==> config.mk <==
export PLATFORM = sky130hd
export DESIGN_NAME = bracket_sequence_unranker
export DESIGN_NICKNAME = d
export VERILOG_FILES = /design/src/rtl/bracket_sequence_unranker.sv
export SDC_FILE = /design/constraint.sdc
export NUM_CORES = 1
export LEC_CHECK = 0
export CAP_MARGIN = 5
export CORE_MARGIN = 2
export CORE_UTILIZATION = 40
export DETAILED_ROUTE_END_ITERATION = 6
export DONT_BUFFER_PORTS = 1
export SYNTH_ARGS = -nofsm -noshare
export SYNTH_HDL_FRONTEND = slang
export SYNTH_SLANG_ARGS = --single-unit
==> constraint.sdc <==
create_clock -name clk_i -period 8.4 [get_ports clk_i]
set_clock_uncertainty 0.2 [all_clocks]
set_input_delay 2.1 -clock clk_i [delete_from_list [all_inputs] [get_ports clk_i]]
set_output_delay 2.1 -clock clk_i [all_outputs]
set_load 0.005 [all_outputs]
==> src/rtl/bracket_sequence_unranker.sv <==
// bracket_sequence_unranker
//
// Decodes an index k in [0, C_N) into the k-th proper bracket sequence of
// length 2N in lexicographic order ('(' before ')'). The sequence is streamed
// one symbol per valid/ready handshake. An out-of-range index is rejected
// with a one-cycle err pulse.
//
// Ports
//   clk_i        rising-edge clock
//   rst_i        synchronous, active-high reset
//   in_valid_i   index offered
//   in_ready_o   idle and able to accept an index
//   in_index_i   requested index k (W bits)
//   out_valid_o  out_bit_o is valid
//   out_ready_i  consumer accepts out_bit_o
//   out_bit_o    0 = '(' , 1 = ')'
//   out_last_o   marks symbol 2N of a sequence
//   err_o        one-cycle pulse when an index is rejected
//
// State | meaning
// ------+----------------------------------------------------------
// IDLE  | waiting for an index, in_ready_o high
// CHECK | one cycle: compare latched index against C_N
// EMIT  | streaming symbols, one per handshake, until r reaches 0

module bracket_sequence_unranker #(
    parameter int N = 10,
    parameter int W = 32
) (
    input  logic         clk_i,
    input  logic         rst_i,
    input  logic         in_valid_i,
    output logic         in_ready_o,
    input  logic [W-1:0] in_index_i,
    output logic         out_valid_o,
    input  logic         out_ready_i,
    output logic         out_bit_o,
    output logic         out_last_o,
    output logic         err_o
);

    // Table P(r,d): rows r = 0..2N, columns d = 0..N+1. Column N+1 is kept
    // all-zero so that the lookup P(r-1, d+1) never needs a range check.
    localparam int COLS     = N + 2;
    localparam int ROWS     = 2 * N + 1;
    localparam int TBL_BITS = ROWS * COLS * W;
    localparam int IW       = $clog2(TBL_BITS);
    localparam int RW       = $clog2(2 * N + 1);

    function automatic logic [TBL_BITS-1:0] build_table();
        logic [TBL_BITS-1:0] t;
        logic [W-1:0]        up;
        logic [W-1:0]        dn;
        t        = '0;
        t[0 +: W] = W'(1);
        for (int r = 1; r < ROWS; r++) begin
            for (int d = 0; d <= N; d++) begin
                dn = (d > 0) ? t[((r - 1) * COLS + d - 1) * W +: W] : '0;
                up = t[((r - 1) * COLS + d + 1) * W +: W];
                t[(r * COLS + d) * W +: W] = up + dn;
            end
        end
        return t;
    endfunction

    localparam logic [TBL_BITS-1:0] TABLE   = build_table();
    localparam logic [W-1:0]        CATALAN = TABLE[(2 * N * COLS) * W +: W];

    typedef enum logic [1:0] {
        S_IDLE  = 2'd0,
        S_CHECK = 2'd1,
        S_EMIT  = 2'd2
    } state_t;

    state_t        state_q, state_d;
    logic [W-1:0]  k_q, k_d;
    logic [RW-1:0] rem_q, rem_d;
    logic [RW-1:0] depth_q, depth_d;
    logic          err_q, err_d;

    // c = P(r-1, d+1): number of completions if the next symbol is '('.
    logic [31:0]   tbl_idx;
    logic [IW-1:0] bit_base;
    logic [W-1:0]  c_w;
    logic          take_close;

    always_comb begin
        tbl_idx = '0;
        if (rem_q != '0) begin
            tbl_idx = (32'(rem_q) - 32'd1) * 32'(COLS) + 32'(depth_q) + 32'd1;
        end
    end

    assign bit_base   = IW'(tbl_idx * 32'(W));
    assign c_w        = TABLE[bit_base +: W];
    assign take_close = (k_q >= c_w);

    assign in_ready_o  = (state_q == S_IDLE) && !rst_i;
    assign out_valid_o = (state_q == S_EMIT);
    assign out_bit_o   = out_valid_o && take_close;
    assign out_last_o  = out_valid_o && (rem_q == RW'(1));
    assign err_o       = err_q;

    always_comb begin
        state_d = state_q;
        k_d     = k_q;
        rem_d   = rem_q;
        depth_d = depth_q;
        err_d   = 1'b0;
        case (state_q)
            S_IDLE: begin
                if (in_valid_i) begin
                    k_d     = in_index_i;
                    rem_d   = RW'(2 * N);
                    depth_d = '0;
                    state_d = S_CHECK;
                end
            end
            S_CHECK: begin
                if (k_q >= CATALAN) begin
                    err_d   = 1'b1;
                    state_d = S_IDLE;
                end else begin
                    state_d = S_EMIT;
                end
            end
            S_EMIT: begin
                if (out_ready_i) begin
                    rem_d = rem_q - RW'(1);
                    if (take_close) begin
                        // Skip all sequences that put '(' here.
                        k_d     = k_q - c_w;
                        depth_d = depth_q - RW'(1);
                    end else begin
                        depth_d = depth_q + RW'(1);
                    end
                    if (rem_q == RW'(1)) begin
                        state_d = S_IDLE;
                    end
                end
            end
            default: state_d = S_IDLE;
        endcase
    end

    always_ff @(posedge clk_i) begin
        if (rst_i) begin
            state_q <= S_IDLE;
            k_q     <= '0;
            rem_q   <= '0;
            depth_q <= '0;
            err_q   <= 1'b0;
        end else begin
            state_q <= state_d;
            k_q     <= k_d;
            rem_q   <= rem_d;
            depth_q <= depth_d;
            err_q   <= err_d;
        end
    end

endmodule

### After elaboration in Yosys (flattened, before gate mapping)

Index checks and enable logic that the tools add are counted.

| storage, ports and cells | value |
|---|---|
| latch bits | 0 |
| word-level logic and storage cells | 53 |
| memory bits (writable) | 0 |
| register bits after elaboration | 45 |
| output and inout bits | 5 |
| bits of input ports | 36 |
| memory bits (read-only) | 0 |
| memories kept | 0 |

| operators by class | value |
|---|---|
| multipliers | 1 |
| eq/ne operators | 7 |
| add/subtract/negate cells | 7 |
| shift-type cells | 1 |
| reduce and logical (&&, ||, !) cells | 11 |
| bitwise gates (word level) | 1 |
| mux-type cells | 18 |
| divide/modulo/power cells | 0 |
| $lt $le $gt $ge | 2 |

Operator list:

| operator | count |
|---|---|
| 8064-bit by 14-bit indexed part select with 32-bit output (first input constant) | 1 |
| 32-bit 2-to-1 mux | 3 |
| 32-bit case mux with 2 select lines | 1 |
| 32-bit by 15-bit >= comparator with 1-bit output (second input constant) | 1 |
| 32-bit >= comparator | 1 |
| 32-bit by 2-bit multiplier with 6-bit output (second input constant) | 1 |
| 32-bit subtractor | 1 |
| 5-bit 2-to-1 mux | 5 |
| 5-bit case mux with 2 select lines | 2 |
| 5-bit by 1-bit subtractor with 5-bit output (second input constant) | 2 |
| 8-bit by 1-bit adder with 8-bit output (second input constant) | 1 |
| 8-bit by 5-bit adder with 8-bit output | 1 |
| 2-bit 2-to-1 mux | 4 |
| 8-bit 2-to-1 mux | 1 |
| 2-bit by 1-bit inequality test with 1-bit output (second input constant) | 3 |
| 2-bit case mux with 3 select lines | 1 |
| 3-bit AND reduction | 2 |
| 5-bit by 1-bit subtractor with 6-bit output (second input constant) | 1 |
| 5-bit by 1-bit adder with 5-bit output (second input constant) | 1 |
| 5-bit by 1-bit == test with 1-bit output (second input constant) | 1 |
| 5-bit nonzero test | 1 |
| 4-bit AND reduction | 1 |
| 1-bit logical AND | 3 |
| 2-bit by 1-bit == test with 1-bit output (second input constant) | 1 |
| other kinds (8) | 8 |

### Longest topological paths before layout

Gate-level depths: netlist of run 1.

| logic depth | value |
|---|---|
| depth after elaboration | 10 |
| mapped depth | 33 |

### Worst setup path after synthesis of run 1

No wires, ideal clock.

| timing path | value |
|---|---|
| path type | register to output |
| start point | register rem_q[0] |
| end point | output out_bit_o |
| path slack | 1140 ps |
| arrival | 4960 ps |
| required time | 6100 ps |
| cell stages (with the launch flop) | 27 |
| path through | dfxtp_1 clkbuf_2 inv_1 ha_1 buf_4 xnor2_1 fa_1 inv_1 ha_1 o21ai_0 o21ai_0 or2_2 buf_4 buf_2 clkbuf_1 a31oi_1 nand3_1 a31oi_1 a21oi_1 ha_1 fa_1 nor2b_1 o21a_1 o211ai_1 a21oi_1 nor3_4 nor2_1 |

| on the way | value |
|---|---|
| cells in the longest elaborated chain, start to end | 8 |
| elaborated cells between the ends (all ways) | 9 |

Ends and longest elaborated chain:

| element | RTL line | RTL |
|---|---|---|
| start: declaration | 77 | `logic [RW-1:0] rem_q, rem_d;` |
| start signal: assignment | 156 | `rem_q <= rem_d;` |
| 5-bit by 1-bit subtractor with 6-bit output | 90 | `tbl_idx = (32'(rem_q) - 32'd1) * 32'(COLS) + 32'(depth_q) + 32'd1;` |
| 32-bit by 2-bit multiplier with 6-bit output | 90 |  |
| 8-bit by 5-bit adder with 8-bit output | 90 |  |
| 8-bit by 1-bit adder with 8-bit output | 90 |  |
| 8-bit 2-to-1 mux (*) | 89 | `if (rem_q != '0) begin` |
| 8064-bit by 14-bit indexed part select with 32-bit output (*) | 95 | `assign c_w = TABLE[bit_base +: W];` |
| 32-bit >= comparator (*) | 96 | `assign take_close = (k_q >= c_w);` |
| 1-bit logical AND (*) | 100 | `assign out_bit_o = out_valid_o && take_close;` |
| end: declaration | 37 | `output logic out_bit_o,` |

Every way passes the cells marked *; elsewhere a longest branch is shown, timed or not.

### Worst setup path in the final report of run 1

Same ends and word-level chain as after synthesis.

==> impl_metrics.env, run 1 <==
export IMPL_final_common_cell="nand2_1"
export IMPL_grt_remaining_overflow=0
export IMPL_grt_total_usage_pct=25.99
export IMPL_crit_chain="inv_1 -> ha_1 -> xnor2_2 -> fa_1 -> xnor3_1 -> xnor2_2 -> xor2_4 -> or2_4 -> a2111oi_0 -> a311o_1 -> nand3_1 -> o211ai_1 -> ha_1 -> nand3_1 -> or2_1 -> a211o_1 -> nand3_2 -> nor3_4 -> nor2_1"
export IMPL_synth_xor_area_share_pct=3.213
export IMPL_coreArea_um2=15030
export IMPL_io_pins=41
export IMPL_cts_setup_buffers=0
export IMPL_critical_path_buf_inv_count=1
export IMPL_grt_pass1_wl_um=34620
export IMPL_hp_class="reg2reg"
export IMPL_required_ps=6100
export IMPL_place_hpwl_um=15410
export IMPL_synth_ff_type="dfxtp_1"
export IMPL_start_util_pct=40.41
export IMPL_synth_warnings=0
export IMPL_path_delay_family="XOR/XNOR gates"
export IMPL_fin_ws_ps=330.6
export IMPL_max_cap_viol_count=0
export IMPL_place_gp_congestion=0.9944
export IMPL_reg2reg_depth=28
export IMPL_synth_compound_area_share_pct=37.38
export IMPL_instances_no_fill=1044
export IMPL_layout_drive_gt1_share_pct=8.645
export IMPL_postCtsHoldBufs=0
export IMPL_ys_seq_area_share_pct=14.83
export IMPL_numCtsBuffers=5
export IMPL_synth_seq_cells=45
export IMPL_yosys_area_top_type="dfxtp_1"
export IMPL_worst_hold_slack_ps=272.0
export IMPL_synth_edf_count=0
export IMPL_synth_simple_area_share_pct=28.03
export IMPL_dp_cells=1036
export IMPL_critPathCaptureType="output port"
export IMPL_clk_latency_ps=290
export IMPL_worstPathArrival_ps=5770
export IMPL_synth_top_family_by_area="compound AO/OA/AOI/OAI gates"
export IMPL_htreeDepth=2
export IMPL_max_stage_delay_ps=530
export IMPL_synth_area_leaders="dfxtp_1, a21oi_1, ha_1, nand2_1, o21ai_0"
export IMPL_power_density_nw_per_um2=150.2
export IMPL_root_buffer="clkbuf_16"
export IMPL_post_route_period_util_pct=96.06
export IMPL_cts_tree="built"
export IMPL_cpMaxStageDelayCell="fa_1"
export IMPL_fp_dieW_um=127.2
export IMPL_final_hold_violation_count=0
export IMPL_path_depth=19
export IMPL_clock_fmax_mhz=123.9
export IMPL_drc=0
export IMPL_ir_drop_v=0.0001549
export IMPL_dr_first_iter_drc_count=1126
export IMPL_period_minus_slack_ps=8069
export IMPL_clock_path_buffers=2
export IMPL_finalSetupTns_ps=0
export IMPL_final_util_pct=42.80
export IMPL_synthAdderAreaFrac_pct=7.580
export IMPL_die_h_um=127.2
export IMPL_synthArstFlopShare_pct=0
export IMPL_synth_top_area_share_pct=14.83
export IMPL_area_delta_synth_final_pct=5.932
export IMPL_syn_cell_area_um2=6075
export IMPL_layout_common_cells="nand2_1, nor2_1, a21oi_1"
export IMPL_avgRoutedWirePerCell_um=20.49
export IMPL_leakagePower_nw=2.322
export IMPL_max_slew_margin_pct=31.98
export IMPL_grt_max_degree=54
export IMPL_worst_pin_slew_ps=1013
export IMPL_netlist_instances=891
export IMPL_crit_type="reg2out"
export IMPL_clk_pin_slew_worst_paths_ps=70
export IMPL_cp_max_fo=14
export IMPL_grt_pass1_vias=6502
export IMPL_port_buffers=0
export IMPL_num_vias=7022
export IMPL_setup_violations=0
export IMPL_status="finished, final reports clean"
export IMPL_finalPower_mw=0.9664
export IMPL_rows=45
export IMPL_synth_cell_type_count=89
export IMPL_crit_path_start_kind="flop"
export IMPL_post_cts_resized=0
export IMPL_wirelength_um=21400
export IMPL_fin_area_um2=6435
export IMPL_antenna_cells=0
export IMPL_antenna_found_initial=0
export IMPL_min_from="k_q[0]"
export IMPL_dr_pass1_iters=6
export IMPL_die_area_um2=16190
export IMPL_yosys_mux_area_fraction_pct=2.019
export IMPL_drtAntennaViolNets=0
export IMPL_nets=926
export IMPL_viasPerCell=6.726
export IMPL_worstHoldPathCells=2
export IMPL_avgSynthCellArea_um2=6.818
export IMPL_startpoint="rem_q[0]"
export IMPL_dpl_cell_area_um2=6217
export IMPL_cts_sinks=45
export IMPL_r2r_start="rem_q[0]"
export IMPL_place_ws_ps=449.7
export IMPL_syn_nets=962
export IMPL_maxSlewViolCount=0
-- final timing paths --
path	slack, ps	endpoint
worst max-delay path	330	out_bit_o
worst min-delay path	270	k_q[0]
worst max register to register	1120	depth_q[4]
worst min register to register	270	k_q[0]
-- logic make-up (layout without fill, tap and decap cells) --
group,Yosys count,in the layout
AOI/OAI and AO/OA,340,340
xor gates and xnor gates,19,19
adders and majority gates,35,35
buffers and inverters,96,61
DFF,45,45
muxes,12,12
and+or+nand+nor,344,344
-- flip-flops by register name, indices dropped and copies added, names as in the netlist --
signal and count:
rem_q 5, k_q 32, state_q 2, depth_q 5, err_o 1
-- routing by layer --
metal	GRT usage (%)	share of wire [%]	vias up	routed length, um
li1	-	-	3313	-
met1	35.22	42	3216	9033
met2	41.78	45	416	9646
met3	4.104	9.1	77	1951
met4	9.696	3.6	0	764
met5	0	0	-	0
-- synth_stat cells, drive strengths merged (4+ instances only) --
master and number:
a41oi 4, a21oi 83, a211oi 22, buf 22, nand2 98, o21ai 73
xor2 8, nor2 89, nand4 12, and2 10, a31oi 20, o21bai 4
nand3 28, dfxtp 45, a32oi 4, a22oi 6, a221oi 10, nor4 8
inv 23, mux2i 10, nor3 36, clkbuf 48, o311ai 5, a21o 8
a31o 4, ha 32, and3 10, o22ai 8, o211ai 20, a311o 6
o21a 6, o31ai 9, or3 10, xnor2 10, nand2b 6, o221ai 6
or2 8, a311oi 6, o32ai 4, nor2b 7, a2111oi 4, nor3b 5
-- layout make-up --
class                   count  area [um^2]
clock buffers               6        128.9
clock inverters             2        38.79
fillers                  1560         8598
inverters                  26        97.59
multi-input cells         750         4818
flip-flops and latches     45        900.9
well taps                 188        235.2
repair buffers             27        215.2
-- worst register-to-register path, delay by kind of cell, from the launching register on --
kind | cells | cell delay, ps
AND/OR/NAND/NOR | 3 | 920
flip-flops | 1 | 480
AO/OA/AOI/OAI | 12 | 2190
adder cells (fa/ha/maj) | 5 | 1970
multiplexers | 1 | 210
XOR/XNOR | 2 | 390
buffers and inverters | 5 | 780
-- power breakdown --
group	leakage [nW]	switching (mW)	internal, mW
registers	0.370	0.0161	0.228
clock network	0.0810	0.0890	0.141
logic	1.87	0.311	0.181
total	2.32	0.416	0.550
No activity file was read; power rests on OpenSTA's default activity.
==> run 2: changes to the inputs <==
Settings changed: TNS_END_PERCENT from default to 1.
==> results of run 2 <==
The final DEF is identical to that of run 1; final timing and power are the same.
==> run 3: changes to the inputs <==
Settings changed: CTS_CLUSTER_DIAMETER from default to 100, SETUP_SLACK_MARGIN from default to 0.4, SLEW_MARGIN from default to 5.
==> impl_metrics.env, run 3 (same netlist as run 1, synthesis figures left out) <==
export IMPL_path_delay_family="compound AO/OA/AOI/OAI gates"
export IMPL_nFillCells=1561
export IMPL_largest_register_ffs=32
export IMPL_fin_ws_ps=698.2
export IMPL_final_hold_violation_count=0
export IMPL_clk_pin_slew_worst_paths_ps=70
export IMPL_crit_chain="inv_1 -> ha_2 -> xnor2_2 -> fa_2 -> inv_1 -> ha_1 -> o21ai_0 -> o21ai_2 -> or2_4 -> buf_12 -> a21oi_1 -> a221oi_1 -> o21ai_0 -> and3_1 -> o21ai_0 -> ha_1 -> nand3_2 -> or2_1 -> a211o_1 -> nand3_2 -> nor3_4 -> nor2_1"
export IMPL_drtAntennaViolNets=0
export IMPL_instances_no_fill=1049
export IMPL_htreeDepth=2
export IMPL_layout_drive_gt1_share_pct=10.34
export IMPL_clk_latency_ps=290
export IMPL_cp_max_fo=36
export IMPL_critPathCaptureType="output port"
export IMPL_cpMaxStageDelayCell="fa_2"
export IMPL_avgRoutedWirePerCell_um=20.55
export IMPL_highest_layer="met4"
export IMPL_finalSetupTns_ps=0
export IMPL_grt_pass1_wl_um=34670
export IMPL_dpl_cell_area_um2=6217
export IMPL_fin_area_um2=6523
export IMPL_crit_type="reg2out"
export IMPL_leakagePower_nw=2.357
export IMPL_crit_top_cell="o21ai_0"
export IMPL_place_ws_ps=449.7
export IMPL_dr_first_iter_drc_count=1057
export IMPL_port_buffers=0
export IMPL_violations="design-rule violations"
export IMPL_dr_pass1_iters=7
export IMPL_viasPerCell=6.741
export IMPL_reg_largest_list="k_q x32, depth_q x5, rem_q x5"
export IMPL_start_util_pct=40.41
export IMPL_place_hpwl_um=15410
export IMPL_hp_class="reg2reg"
export IMPL_antenna_cells=0
export IMPL_status="complete, but fails checks"
export IMPL_dp_cells=1036
export IMPL_power_density_nw_per_um2=149.5
export IMPL_wirelength_met1_um=8949
export IMPL_place_gp_congestion=0.9944
export IMPL_max_cap_viol_count=0
export IMPL_layout_common_cells="nand2_1, nor2_1, a21oi_1"
export IMPL_worst_pin_slew_ps=1035
export IMPL_period_minus_slack_ps=7702
export IMPL_final_util_pct=43.39
export IMPL_finalPower_mw=0.9753
export IMPL_clock_path_buffers=2
export IMPL_cts_tree="built"
export IMPL_route_met2_wl_um=9789
export IMPL_antenna_found_initial=0
export IMPL_rsz0062_at_grt="false"
export IMPL_drc=4
export IMPL_coreArea_um2=15030
export IMPL_fp_dieW_um=127.2
export IMPL_grt_remaining_overflow=0
export IMPL_root_buffer="clkbuf_16"
export IMPL_max_slew_margin_pct=30.49
export IMPL_met3WireLength_um=2051
export IMPL_worstPathArrival_ps=5400
export IMPL_required_ps=6100
export IMPL_numCtsBuffers=5
export IMPL_rows=45
export IMPL_cts_sinks=45
export IMPL_ir_drop_v=0.0001550
export IMPL_crit_path_start_kind="flop"
export IMPL_die_h_um=127.2
export IMPL_regMostFlops="k_q"
export IMPL_critical_path_buf_inv_count=3
export IMPL_clock_fmax_mhz=129.8
export IMPL_die_area_um2=16190
export IMPL_num_vias=7071
export IMPL_io_pins=41
export IMPL_max_stage_delay_ps=550
export IMPL_area_delta_synth_final_pct=7.374
export IMPL_grt_max_degree=54
export IMPL_maxSlewViolCount=0
export IMPL_grt_pass1_vias=6552
export IMPL_setup_violations=0
export IMPL_post_route_period_util_pct=91.69
export IMPL_nets=931
export IMPL_postCtsHoldBufs=0
export IMPL_wirelength_um=21550
export IMPL_worst_hold_slack_ps=272.1
export IMPL_final_common_cell="nand2_1"
export IMPL_reg2reg_slack_ps=1560
export IMPL_grt_total_usage_pct=25.99
## run 3: power by group
group / internal [mW] / switching, mW / leakage [nW]
Sequential: 0.228 / 0.0160 / 0.371
Combinational: 0.185 / 0.316 / 1.90
Clock: 0.141 / 0.0894 / 0.0810
Total: 0.554 / 0.421 / 2.36
## run 3: repair_timing
item                                   4_1_cts  5_1_grt
pin swaps                                    1        3
cloned                                       0        1
gates resized for setup                      9       16
buffers inserted                             2        2
setup endpoints to repair                    1        1
endpoints found under the hold margin        0        0
## run 3: per-layer routing
layer / up-vias / GRT usage, %
li1: 3327 / -
met1: 3210 / 35.11
met2: 451 / 41.87
met3: 83 / 3.894
met4: 0 / 10.08
met5: - / 0
## run 3: final timing paths
check	cells after the start	endpoint	start
setup / recovery	22	out_bit_o	rem_q[0]
hold / removal	2	k_q[0]	k_q[0]
setup reg to reg	28	depth_q[4]	rem_q[0]
hold reg to reg	2	k_q[0]	k_q[0]
## run 3: worst register-to-register path, delay by kind of cell, from the launching register on
kind	cells	cell delay [ps]
and+or+nand+nor	2	470
buffers and inverters	5	660
xor gates and xnor gates	2	350
adders and majority gates	5	1900
muxes	1	210
AOI/OAI and AO/OA	13	2510
DFF	1	410
## run 3: final cells by class
class                           instances  area [um^2]  share of cell area, %
Multi-Input combinational cell        751         4873                  74.72
Tap cell                              188        235.2                  3.606
Clock inverter                          2        38.79                 0.5947
Sequential cell                        45        903.4                  13.85
Inverter                               26        97.59                  1.496
Timing Repair Buffer                   31        245.2                  3.760
Clock buffer                            6        128.9                  1.976
